==> config.mk <==
export PLATFORM = sky130hd
export DESIGN_NAME = mc_ctrl
export DESIGN_NICKNAME = d
export VERILOG_FILES = /design/src/rtl/mc_ctrl.sv
export SDC_FILE = /design/constraint.sdc
export NUM_CORES = 1
export LEC_CHECK = 0
export ABC_AREA = 1
export CORE_MARGIN = 5
export CORE_UTILIZATION = 41
export DETAILED_ROUTE_END_ITERATION = 10
export PLACE_DENSITY = 0.74
export REMOVE_ABC_BUFFERS = 1
export SYNTH_ARGS = -nofsm -noshare
export SYNTH_HDL_FRONTEND = slang
export SYNTH_SLANG_ARGS = --single-unit
==> constraint.sdc <==
create_clock -name CLK -period 1.27 [get_ports CLK]
set_input_delay 0.1905 -clock CLK [delete_from_list [all_inputs] [get_ports CLK]]
set_output_delay 0.1905 -clock CLK [all_outputs]
set_load 0.02 [all_outputs]
==> src/rtl/mc_ctrl.sv <==
// mc_ctrl -- multicycle MIPS-style control unit.
// Sequences FETCH/DECODE/EXEC/MEM/WB per instruction and drives the datapath
// enables, the memory handshake and a one-cycle retire pulse.
// Optional feature: define MC_CTRL_TRAP_EN to trap on illegal opcodes
// (sticky TRAP state until reset); without it illegal opcodes retire as NOPs.
module mc_ctrl (
    input  logic       CLK,
    input  logic       RST,
    input  logic [5:0] op,
    input  logic       zero,
    input  logic       mem_ack,
    output logic       mem_req,
    output logic       MemRead,
    output logic       MemWrite,
    output logic       IRWrite,
    output logic       PCWrite,
    output logic       RegWrite,
    output logic [1:0] RegDst,
    output logic [1:0] PCSrc,
    output logic       ALUSrc,
    output logic       MemtoReg,
    output logic       ext_zero,
    output logic [2:0] state,
    output logic       retire,
    output logic       illegal
);

    localparam logic [5:0] OP_R_FORM = 6'd0;
    localparam logic [5:0] OP_J      = 6'd2;
    localparam logic [5:0] OP_JAL    = 6'd3;
    localparam logic [5:0] OP_BEQ    = 6'd4;
    localparam logic [5:0] OP_ADDI   = 6'd8;
    localparam logic [5:0] OP_ANDI   = 6'd12;
    localparam logic [5:0] OP_ORI    = 6'd13;
    localparam logic [5:0] OP_XORI   = 6'd14;
    localparam logic [5:0] OP_LW     = 6'd35;
    localparam logic [5:0] OP_SW     = 6'd43;

    localparam logic [1:0] DST_RT  = 2'd0;
    localparam logic [1:0] DST_RD  = 2'd1;
    localparam logic [1:0] DST_R31 = 2'd2;

    localparam logic [1:0] PC_PLUS4  = 2'd0;
    localparam logic [1:0] PC_BRANCH = 2'd1;
    localparam logic [1:0] PC_JUMP   = 2'd2;

    typedef enum logic [2:0] {
        ST_FETCH  = 3'd0,
        ST_DECODE = 3'd1,
        ST_EXEC   = 3'd2,
        ST_MEM    = 3'd3,
        ST_WB     = 3'd4,
        ST_TRAP   = 3'd5
    } state_t;

    state_t     state_q;
    state_t     state_d;
    logic [5:0] op_q;

    // Opcode classification of the latched instruction.
    logic is_r;
    logic is_j;
    logic is_jal;
    logic is_beq;
    logic is_lw;
    logic is_sw;
    logic is_logic_imm;
    logic is_imm;
    logic is_legal;

    // Raw (ungated) control values; reset forces every output low.
    logic       mem_req_c;
    logic       mem_read_c;
    logic       mem_write_c;
    logic       ir_write_c;
    logic       pc_write_c;
    logic       reg_write_c;
    logic [1:0] reg_dst_c;
    logic [1:0] pc_src_c;
    logic       alu_src_c;
    logic       mem_to_reg_c;
    logic       retire_c;

    // Decode the latched opcode into instruction classes.
    always_comb begin
        is_r         = (op_q == OP_R_FORM);
        is_j         = (op_q == OP_J);
        is_jal       = (op_q == OP_JAL);
        is_beq       = (op_q == OP_BEQ);
        is_lw        = (op_q == OP_LW);
        is_sw        = (op_q == OP_SW);
        is_logic_imm = (op_q == OP_ANDI) || (op_q == OP_ORI) || (op_q == OP_XORI);
        is_imm       = (op_q == OP_ADDI) || is_logic_imm;
        is_legal     = is_r || is_j || is_jal || is_beq || is_lw || is_sw || is_imm;
    end

    // State register; reset discards any in-flight instruction.
    always_ff @(posedge CLK) begin
        if (RST) begin
            state_q <= ST_FETCH;
        end else begin
            state_q <= state_d;
        end
    end

    // Opcode latch, loaded together with the instruction register.
    always_ff @(posedge CLK) begin
        if (RST) begin
            op_q <= OP_R_FORM;
        end else if (ir_write_c) begin
            op_q <= op;
        end
    end

    // Next-state and raw control outputs from state, op_q, zero and mem_ack.
    always_comb begin
        state_d      = state_q;
        mem_req_c    = 1'b0;
        mem_read_c   = 1'b0;
        mem_write_c  = 1'b0;
        ir_write_c   = 1'b0;
        pc_write_c   = 1'b0;
        reg_write_c  = 1'b0;
        reg_dst_c    = DST_RT;
        pc_src_c     = PC_PLUS4;
        alu_src_c    = 1'b0;
        mem_to_reg_c = 1'b0;
        retire_c     = 1'b0;

        if (!RST) begin
            case (state_q)
                ST_FETCH: begin
                    mem_req_c  = 1'b1;
                    mem_read_c = 1'b1;
                    if (mem_ack) begin
                        ir_write_c = 1'b1;
                        pc_write_c = 1'b1;
                        pc_src_c   = PC_PLUS4;
                        state_d    = ST_DECODE;
                    end
                end

                ST_DECODE: begin
                    if (is_j || is_jal) begin
                        pc_write_c = 1'b1;
                        pc_src_c   = PC_JUMP;
                        retire_c   = 1'b1;
                        if (is_jal) begin
                            reg_write_c = 1'b1;
                            reg_dst_c   = DST_R31;
                        end
                        state_d = ST_FETCH;
                    end else if (!is_legal) begin
`ifdef MC_CTRL_TRAP_EN
                        state_d = ST_TRAP;
`else
                        retire_c = 1'b1;
                        state_d  = ST_FETCH;
`endif
                    end else begin
                        state_d = ST_EXEC;
                    end
                end

                ST_EXEC: begin
                    if (is_beq) begin
                        pc_write_c = zero;
                        pc_src_c   = PC_BRANCH;
                        retire_c   = 1'b1;
                        state_d    = ST_FETCH;
                    end else if (is_lw || is_sw) begin
                        alu_src_c = 1'b1;
                        state_d   = ST_MEM;
                    end else begin
                        alu_src_c = !is_r;
                        state_d   = ST_WB;
                    end
                end

                ST_MEM: begin
                    mem_req_c   = 1'b1;
                    mem_read_c  = is_lw;
                    mem_write_c = is_sw;
                    alu_src_c   = 1'b1;
                    if (mem_ack) begin
                        if (is_sw) begin
                            retire_c = 1'b1;
                            state_d  = ST_FETCH;
                        end else begin
                            state_d = ST_WB;
                        end
                    end
                end

                ST_WB: begin
                    reg_write_c  = 1'b1;
                    reg_dst_c    = is_r ? DST_RD : DST_RT;
                    mem_to_reg_c = is_lw;
                    alu_src_c    = !is_r;
                    retire_c     = 1'b1;
                    state_d      = ST_FETCH;
                end

                ST_TRAP: begin
`ifdef MC_CTRL_TRAP_EN
                    state_d = ST_TRAP;
`else
                    state_d = ST_FETCH;
`endif
                end

                default: begin
                    state_d = ST_FETCH;
                end
            endcase
        end
    end

    // Drive the ports; reset holds every output low regardless of state.
    always_comb begin
        mem_req  = mem_req_c;
        MemRead  = mem_read_c;
        MemWrite = mem_write_c;
        IRWrite  = ir_write_c;
        PCWrite  = pc_write_c;
        RegWrite = reg_write_c;
        RegDst   = reg_dst_c;
        PCSrc    = pc_src_c;
        ALUSrc   = alu_src_c;
        MemtoReg = mem_to_reg_c;
        retire   = retire_c;
        ext_zero = !RST && is_logic_imm;
        state    = RST ? 3'd0 : state_q;
`ifdef MC_CTRL_TRAP_EN
        illegal  = !RST && (state_q == ST_TRAP);
`else
        illegal  = 1'b0;
`endif
    end

endmodule
==> results of run 1 <==
critical path, stage by stage (launching register included):
cell	delay [ns]
dfxtp_4	0.37
inv_2	0.04
nor2_1	0.15
nand3_2	0.10
buf_4	0.17
inv_2	0.08
nand2_1	0.11
nor2_1	0.15
buf_4	0.16
synth_stat cells (2+ instances only):
cell type / count
inv_2: 4
inv_1: 17
nor2_1: 26
nor3_2: 2
a31oi_1: 2
a211oi_1: 4
nand4_1: 2
nand3_1: 13
o21ai_0: 3
clkbuf_1: 2
buf_4: 2
dfxtp_1: 9
a21oi_1: 4
nand2_1: 20
metrics by stage:
step	std cells	TNS [ns]	hold slack [ns]	utilization [%]	setup slack (ns)
final	198	-6.06	0.522	94.4	-0.523
after global routing	198	-8.17	0.505	94.4	-0.664
after CTS	191	-3.63	0.473	83.7	-0.338
after detailed placement	185	-10.79	0.518	76.4	-0.654
after global placement	185	-10.42	0.489	76.4	-0.635
after floorplan	112	-2.00	0.260	-	-0.286
per-layer routing:
metal | vias up | wire length [um] | GRT usage (%)
met1 | 555 | 1440 | 26.4
li1 | 499 | - | -
met2 | 116 | 1970 | 39.3
met3 | 40 | 471 | 7.10
met5 | - | 0 | 0
met4 | 0 | 321 | 14.0
kinds of logic after synthesis:
logic type	synth area share, %
DFF	26.8
AOI/OAI and AO/OA	13.9
and+or+nand+nor	43.7
buffers and inverters	15.1
other	0.557
what timing repair did:
| item | in CTS | in global routing |
|---|---|---|
| endpoints found under the setup margin | 17 | 24 |
| setup buffers | 2 | 7 |
| pin swaps | 14 | 9 |
| resized for setup | 131 | 34 |
where the power goes:
group / internal [mW] / switching, mW / leakage, nW
clock: 0.117 / 0.129 / 0.0177
combinational: 0.210 / 0.249 / 0.612
sequential: 0.299 / 0.0370 / 0.0798
total: 0.625 / 0.415 / 0.709
worst paths after layout:
kind	slack (ns)	startpoint	to	cells past startpoint
setup / recovery	-0.52	op_q[5]	MemtoReg	8
hold / removal	0.52	op_q[1]	op_q[1]	2
setup reg to reg	-0.11	op_q[5]	state_q[0]	8
hold reg to reg	0.52	op_q[1]	op_q[1]	2
registers in the layout, summed over array words and instances (netlist names):
| register | count |
|---|---|
| op_q | 6 |
| state_q | 3 |
final cells by class:
| class | count | area (um^2) |
|---|---|---|
| Timing Repair Buffer | 66 | 558 |
| Multi-Input combinational cell | 82 | 536 |
| Sequential cell | 9 | 211 |
| Inverter | 21 | 86.3 |
| Fill cell | 45 | 85.1 |
| Clock buffer | 3 | 22.5 |
| Tap cell | 16 | 20.0 |
| Clock inverter | 1 | 5.00 |
layout by cell type, fill, tap and decap left out, drive strengths merged:
cell type	netlist	routed
clkinv	0	1
o21ai	3	3
nor3	2	2
clkdlybuf4s50	0	8
a21oi	5	5
nand2	21	21
dfxtp	9	9
a211oi	4	4
nor2	27	27
conb	1	1
buf	2	57
dlygate4sd2	0	1
nor4	1	1
a31oi	2	2
nand4	2	2
a21boi	1	1
inv	21	21
clkbuf	2	3
nand3	13	13
==> summary.txt, run 1 <==
Status = finished with violations
Failing checks = setup timing
Async SR Flop Fraction = 0%
Nets = 193
Die X = 50.5 um
CTS H-tree depth = 1
Global-route wire length before repair = 4.78 mm
CTS tree = built
Final setup fails = 20
Clock Latency Late Sink = 0.27 ns
Synth Instances = 116
TritonRoute pass-1 iters = 5
Worst Path Required = 1.08 ns
Remaining antenna violation count = 0
Path type of the worst setup path = reg -> out
Final Max Slew Viols = 0
Clock tree buffer depth = 2
# IOs = 28
DP HPWL = 1.85 mm
Die height = 50.5 um
Die area = 2550 um^2
CTS Root Cell = clkbuf_4
Setup Skew = 0.000874 ns
Synth area leaders = dfxtp_1, nor2_1, nand2_1, nand3_1, inv_1
CTS Buf Count = 3
Port bufs = 26
Mean Syn Cell Area = 5.80 um^2
Vias = 1210
Synth-to-Final Area Change = 114%
Total power = 1.04 mW
Post-synth EDFFs = 0
Synth cell types = 20
Total track usage = 23.7%
Final wirelength = 4.20 mm
MaxCap Viol Count = 0
Peak Freq = 558 MHz
Tcrit/Tclk final = 141%
Aggregate global routing overflow = 0
DRC = 0
Main synth FF type = dfxtp_1
Largest net degree at the start of global routing = 8
DP Area = 1160 um^2
Vias per inst = 6.11
Sequential-to-total area share from yosys stat = 26.8%
Hold Vio Cnt, Final = 0
Register bit total from synthesis = 9
CP arrival = 1.60 ns
Synthesized area = 673 um^2
Clock Sinks = 9
Site Rows = 14
Max Fanout on Critical Path = 4
Antenna violations before repair = 0
VDD IR-drop max = 0.000606 V
Antenna diode count = 0
Clock transition at path regs = 0.07 ns
Leak = 0.709 nW
Pwr dens = 722 nW/um^2
Crit path time final = 1.79 ns
Setup WS post-layout = -0.523 ns
Top cell type's share of synthesized area = 26.8%
DR WL/cell = 21.2 um
Core area = 1520 um^2
Iter 0 DRT Violations = 77
Initial Util = 44.2%
Global placement routability congestion = 0.877
Critical Path Start Type = register
YS warnings = 0
RSZ-0062 raised after global routing = yes
Hold WC Path Type = reg -> reg
Post-cts hold buffer count = 0
Vias in the first global route = 1097
Area leader, netlist = dfxtp_1
Ratio of cells with drive above 1 in the final layout = 61.5%
Final Cell Area = 1440 um^2
Worst setup EP type = output pin
(Power assumes the default switching activity.)
==> inputs of run 2 (changes only) <==
- PLACE_DENSITY: 0.74 -> 0.77
==> run 2 against run 1 <==
Net effect: the flow still finishes with violations (setup timing); routed wire length down 16%; core utilization fell by 2.4 points; register-to-register slack lost 0.06 ns; cell area fell by 2.5%; non-clock buffer count is 11 lower; die area did not move; critical path depth unchanged; final cell count fell by 5.6%; critical path type unchanged; largest power group unchanged.
==> summary.txt, run 2 (same netlist as run 1, synthesis figures left out) <==
Top flop regs = op_q x6, state_q x3 (unchanged)
DR WL/cell = 18.9 um (was 21.2 um)
Iter 0 DRT Violations = 66 (was 77)
Synth-to-Final Area Change = 108% (was 114%)
Total power = 1.03 mW (was 1.04 mW)
Site Rows = 14 (unchanged)
Vias in the first global route = 1040 (was 1097)
Clock Sinks = 9 (unchanged)
Total track usage = 21.7% (was 23.7%)
# IOs = 28 (unchanged)
Critical Path Start Type = register (unchanged)
Clock transition at path regs = 0.06 ns (was 0.07 ns)
Clock tree buffer depth = 2 (unchanged)
Max Fanout on Critical Path = 5 (was 4)
Vias = 1072 (was 1210)
Global placement routability congestion = 0.848 (was 0.877)
Leak = 0.674 nW (was 0.709 nW)
Final Max Slew Viols = 0 (unchanged)
Largest net degree at the start of global routing = 11 (was 8)
Area of the multi-input gates = 582 um^2 (was 536 um^2)
Final Cell Area = 1400 um^2 (was 1440 um^2)
VDD IR-drop max = 0.000799 V (was 0.000606 V)
Aggregate global routing overflow = 0 (unchanged)
Ratio of cells with drive above 1 in the final layout = 63.7% (was 61.5%)
Final wirelength = 3.54 mm (was 4.20 mm)
Fillers = 58 (was 45)
Commonest non-fill, non-tap cell in the layout = buf_4 (unchanged)
Vias per inst = 5.73 (was 6.11)
Initial Util = 44.2% (unchanged)
Antenna violations before repair = 0 (unchanged)
Status = finished with violations (unchanged)
WHS = 0.274 ns (was 0.522 ns)
Remaining antenna violation count = 0 (unchanged)
Hold Vio Cnt, Final = 0 (unchanged)
Port bufs = 26 (unchanged)
Core area = 1520 um^2 (unchanged)
DRC = 0 (unchanged)
Slowest library cell on the worst path = dfxtp_4 (unchanged)
Most frequent cells in the layout = buf_4, nand2_1, buf_6, inv_1 (was buf_4, nand2_1, inv_1, nor2_1)
Reg with most FFs = op_q (unchanged)
Nets = 182 (was 193)
Worst setup EP type = output pin (unchanged)
CTS tree = built (unchanged)
Peak Freq = 578 MHz (was 558 MHz)
Hold WC Path Type = in -> reg (was reg -> reg)
Die area = 2550 um^2 (unchanged)
Register area = 209 um^2 (was 211 um^2)
Pwr dens = 735 nW/um^2 (was 722 nW/um^2)
CTS Buf Count = 3 (unchanged)
Most frequent CP cell = nand2_1
DP Area = 1120 um^2 (was 1160 um^2)
TritonRoute pass-1 iters = 4 (was 5)
Crit path time final = 1.73 ns (was 1.79 ns)
CP arrival = 1.54 ns (was 1.60 ns)
Setup WS post-layout = -0.462 ns (was -0.523 ns)
Tcrit/Tclk final = 136% (was 141%)
Worst path max stage delay = 0.37 ns (about the same)
DP HPWL = 1.73 mm (was 1.85 mm)
Worst Path Required = 1.08 ns (about the same)
Die X = 50.5 um (unchanged)
Path type of the worst setup path = reg -> out (unchanged)
Setup Skew = 0.00852 ns (was 0.000874 ns)
Max reg flops = 6 (unchanged)
CTS Root Cell = clkbuf_4 (unchanged)
Antenna diode count = 0 (unchanged)
Final setup fails = 23 (was 20)
Die height = 50.5 um (unchanged)
RSZ-0062 raised after global routing = yes (unchanged)
Critical Path, Cell by Cell = inv_4 > nand3_2 > nor2_1 > inv_1 > nor2_2 > nand2_1 > nand2_1 > buf_6 (was inv_2 > nor2_1 > nand3_2 > buf_4 > inv_2 > nand2_1 > nor2_1 > buf_4)
CTS H-tree depth = 1 (unchanged)
Failing checks = setup timing (unchanged)
Global-route wire length before repair = 4.36 mm (was 4.78 mm)
Clock Latency Late Sink = 0.27 ns (about the same)
TNS Setup = -5.61 ns (was -6.06 ns)
MaxCap Viol Count = 0 (unchanged)
run 2: final cells by class:
| cell class | instances | share of cell area, % |
|---|---|---|
| Inverter | 21 | 6.33 |
| Sequential cell | 9 | 14.9 |
| Timing Repair Buffer | 55 | 33.9 |
| Clock buffer | 3 | 1.61 |
| Tap cell | 16 | 1.43 |
| Multi-Input combinational cell | 82 | 41.5 |
| Clock inverter | 1 | 0.357 |
run 2: repair_timing:
action | in CTS | in global routing
pin swaps | 10 | 16
gates resized for setup | 129 | 49
setup endpoints to repair | 19 | 22
hold buffers | 0 | 0
setup buffers | 3 | 2
gates cloned | 0 | 0
run 2: critical path: cells and delay by family (launching register included):
family	cells	cell delay, ns
and+or+nand+nor	5	0.58
DFF	1	0.37
buffers and inverters	3	0.31
run 2: stage by stage:
| step | utilization, % | cells | worst slack [ns] |
|---|---|---|---|
| after CTS | 81.8 | 186 | -0.328 |
| after floorplan | - | 112 | -0.286 |
| after global routing | 92.0 | 187 | -0.536 |
| final | 92.0 | 187 | -0.462 |
| after detailed placement | 73.4 | 179 | -0.722 |
| after global placement | 73.4 | 179 | -0.652 |
run 2: worst paths after layout:
path | startpoint | to | slack [ns] | cells after the start
max | state_q[1] | RegWrite | -0.46 | 8
min | RST | state_q[0] | 0.27 | 2
max reg2reg | state_q[1] | op_q[2] | -0.17 | 5
min reg2reg | op_q[1] | op_q[1] | 0.56 | 2
run 2: layer usage:
metal,global-route usage [%],share of wire (%),vias up
met4,11.9,5.1,0
met5,0,0,-
met2,35.3,47,91
met1,26.3,37,479
li1,-,-,480
met3,4.73,10,22
run 2: power by group:
part           total (mW)  switching [mW]  internal [mW]
logic               0.460           0.245          0.215
registers           0.342          0.0422          0.300
clock network       0.229           0.113          0.117
==> inputs of run 3 (changes only) <==
- TNS_END_PERCENT: default -> 30
==> run 3 against run 2 <==
Net effect: the run still ends with setup timing left; sequential cell count did not move; die area did not move; register-to-register slack improved by 0.17 ns; final cell count fell by 1.6%; clock power fell by 3%; core utilization fell by 9.0 points; via count fell by 6.2%; non-clock buffer count fell by 3; routed wire length fell by 19%; sequential share of layout area rose by 1.4 points; combinational power fell by 18%; critical path type unchanged; critical endpoint is now retire.
==> summary.txt, run 3 (same netlist as run 1, synthesis figures left out) <==
TritonRoute pass-1 iters = 4 (unchanged)
Setup Skew = 0.00766 ns (was 0.00852 ns)
Setup WS post-layout = -0.404 ns (was -0.462 ns)
Hold Vio Cnt, Final = 0 (unchanged)
Hold WC Path Type = in -> reg (unchanged)
WHS = 0.475 ns (was 0.274 ns)
RSZ-0062 raised after global routing = yes (unchanged)
Nets = 179 (was 182)
Largest net degree at the start of global routing = 11 (unchanged)
Peak Freq = 597 MHz (was 578 MHz)
Critical Path Start Type = register (unchanged)
DRC = 0 (unchanged)
Final Cell Area = 1260 um^2 (was 1400 um^2)
CP arrival = 1.48 ns (was 1.54 ns)
Leak = 0.635 nW (was 0.674 nW)
Initial Util = 44.2% (unchanged)
Clock Sinks = 9 (unchanged)
# IOs = 28 (unchanged)
Remaining antenna violation count = 0 (unchanged)
Worst setup EP type = output pin (unchanged)
Global placement routability congestion = 0.848 (unchanged)
Antenna diode count = 0 (unchanged)
Slowest library cell on the worst path = dfxtp_4 (unchanged)
Fillers = 99 (was 58)
DR WL/cell = 15.5 um (was 18.9 um)
DP HPWL = 1.73 mm (unchanged)
Worst Path Required = 1.08 ns (about the same)
Max reg flops = 6 (unchanged)
Reg with most FFs = op_q (unchanged)
Max Fanout on Critical Path = 4 (was 5)
Synth-to-Final Area Change = 87.9% (was 108%)
Util after Layout = 83.0% (was 92.0%)
Final Max Slew Viols = 0 (unchanged)
Antenna violations before repair = 0 (unchanged)
Vias per inst = 5.47 (was 5.73)
Die area = 2550 um^2 (unchanged)
Failing checks = setup timing (unchanged)
Tcrit/Tclk final = 132% (was 136%)
Path type of the worst setup path = reg -> out (unchanged)
Final wirelength = 2.86 mm (was 3.54 mm)
Global-route wire length before repair = 4.35 mm (was 4.36 mm)
Most frequent cells in the layout = buf_4, nand2_1, nor2_1, inv_1, nand3_1 (was buf_4, nand2_1, buf_6, inv_1)
Ratio of cells with drive above 1 in the final layout = 51.8% (was 63.7%)
Clock transition at path regs = 0.06 ns (about the same)
Pwr dens = 742 nW/um^2 (was 735 nW/um^2)
Critical Path, Cell by Cell = inv_2 > buf_4 > nand2_1 > nor2_1 > nand4_1 > nand3_1 > nor2_1 > nor2_1 > buf_4 (was inv_4 > nand3_2 > nor2_1 > inv_1 > nor2_2 > nand2_1 > nand2_1 > buf_6)
Vias = 1006 (was 1072)
Commonest non-fill, non-tap cell in the layout = buf_4 (unchanged)
Site Rows = 14 (unchanged)
Clock tree buffer depth = 2 (unchanged)
Die height = 50.5 um (unchanged)
Clock Latency Late Sink = 0.27 ns (about the same)
VDD IR-drop max = 0.000666 V (was 0.000799 V)
Status = finished with violations (unchanged)
Total track usage = 22.0% (was 21.7%)
CTS Root Cell = clkbuf_4 (unchanged)
Total power = 0.938 mW (was 1.03 mW)
Iter 0 DRT Violations = 30 (was 66)
CTS Buf Count = 3 (unchanged)
Post-cts hold buffer count = 0 (unchanged)
Die X = 50.5 um (unchanged)
Vias in the first global route = 1013 (was 1040)
Aggregate global routing overflow = 0 (unchanged)
MaxCap Viol Count = 0 (unchanged)
Crit path time final = 1.67 ns (was 1.73 ns)
Port bufs = 26 (unchanged)
Core area = 1520 um^2 (unchanged)
Final setup fails = 16 (was 23)
CTS tree = built (unchanged)
CTS H-tree depth = 1 (unchanged)
DP Area = 1120 um^2 (unchanged)
Top flop regs = op_q x6, state_q x3 (unchanged)
Worst path max stage delay = 0.37 ns (about the same)
Most frequent CP cell = nor2_1 (was nand2_1)
## run 3: cell type report
class | instances | area, um^2 | share of cell area, %
sequential | 9 | 206 | 16.3
clock buffer | 3 | 22.5 | 1.78
inverter | 21 | 88.8 | 7.02
multi-input combinational | 82 | 497 | 39.3
clock inverter | 1 | 5.00 | 0.396
tap | 16 | 20.0 | 1.58
timing repair buffer | 52 | 425 | 33.6
## run 3: worst paths after layout
| kind | from | endpoint | slack, ns | cells past startpoint |
|---|---|---|---|---|
| setup / recovery | op_q[2] | retire | -0.40 | 9 |
| hold / removal | op[1] | op_q[1] | 0.48 | 3 |
| setup reg to reg | op_q[3] | state_q[2] | 0 | 7 |
| hold reg to reg | op_q[1] | op_q[1] | 0.56 | 2 |
## run 3: critical path, delay by kind of cell (launching register included)
| family | cells | cell delay (ns) |
|---|---|---|
| buffers and inverters | 3 | 0.35 |
| flip-flops | 1 | 0.37 |
| AND/OR/NAND/NOR | 6 | 0.50 |
## run 3: layer usage
metal	part of all wire, %	vias up	track usage (%)
li1	-	472	-
met1	39	451	27.3
met2	48	72	35.7
met3	9.8	11	3.55
met4	3.3	0	11.9
met5	0	-	0
## run 3: what timing repair did
item                                    4_1_cts  5_1_grt
buffers inserted                              1        0
gates resized for setup                     125       16
endpoints found under the setup margin       19       22
pin swaps                                     6        4
## run 3: metrics by stage
step | worst slack (ns) | setup TNS [ns] | cells
final | -0.404 | -4.21 | 184
after global routing | -0.479 | -5.71 | 184
after CTS | -0.329 | -3.72 | 184
after detailed placement | -0.722 | -11.92 | 179
after global placement | -0.652 | -10.79 | 179
after floorplan | -0.286 | -2.00 | 112
## run 3: power by group
group          total, mW  switching (mW)  internal [mW]  leakage (nW)
logic              0.377           0.199          0.178         0.538
clock network      0.221           0.105          0.116        0.0177
registers          0.340          0.0389          0.301        0.0792
total              0.938           0.343          0.595         0.635
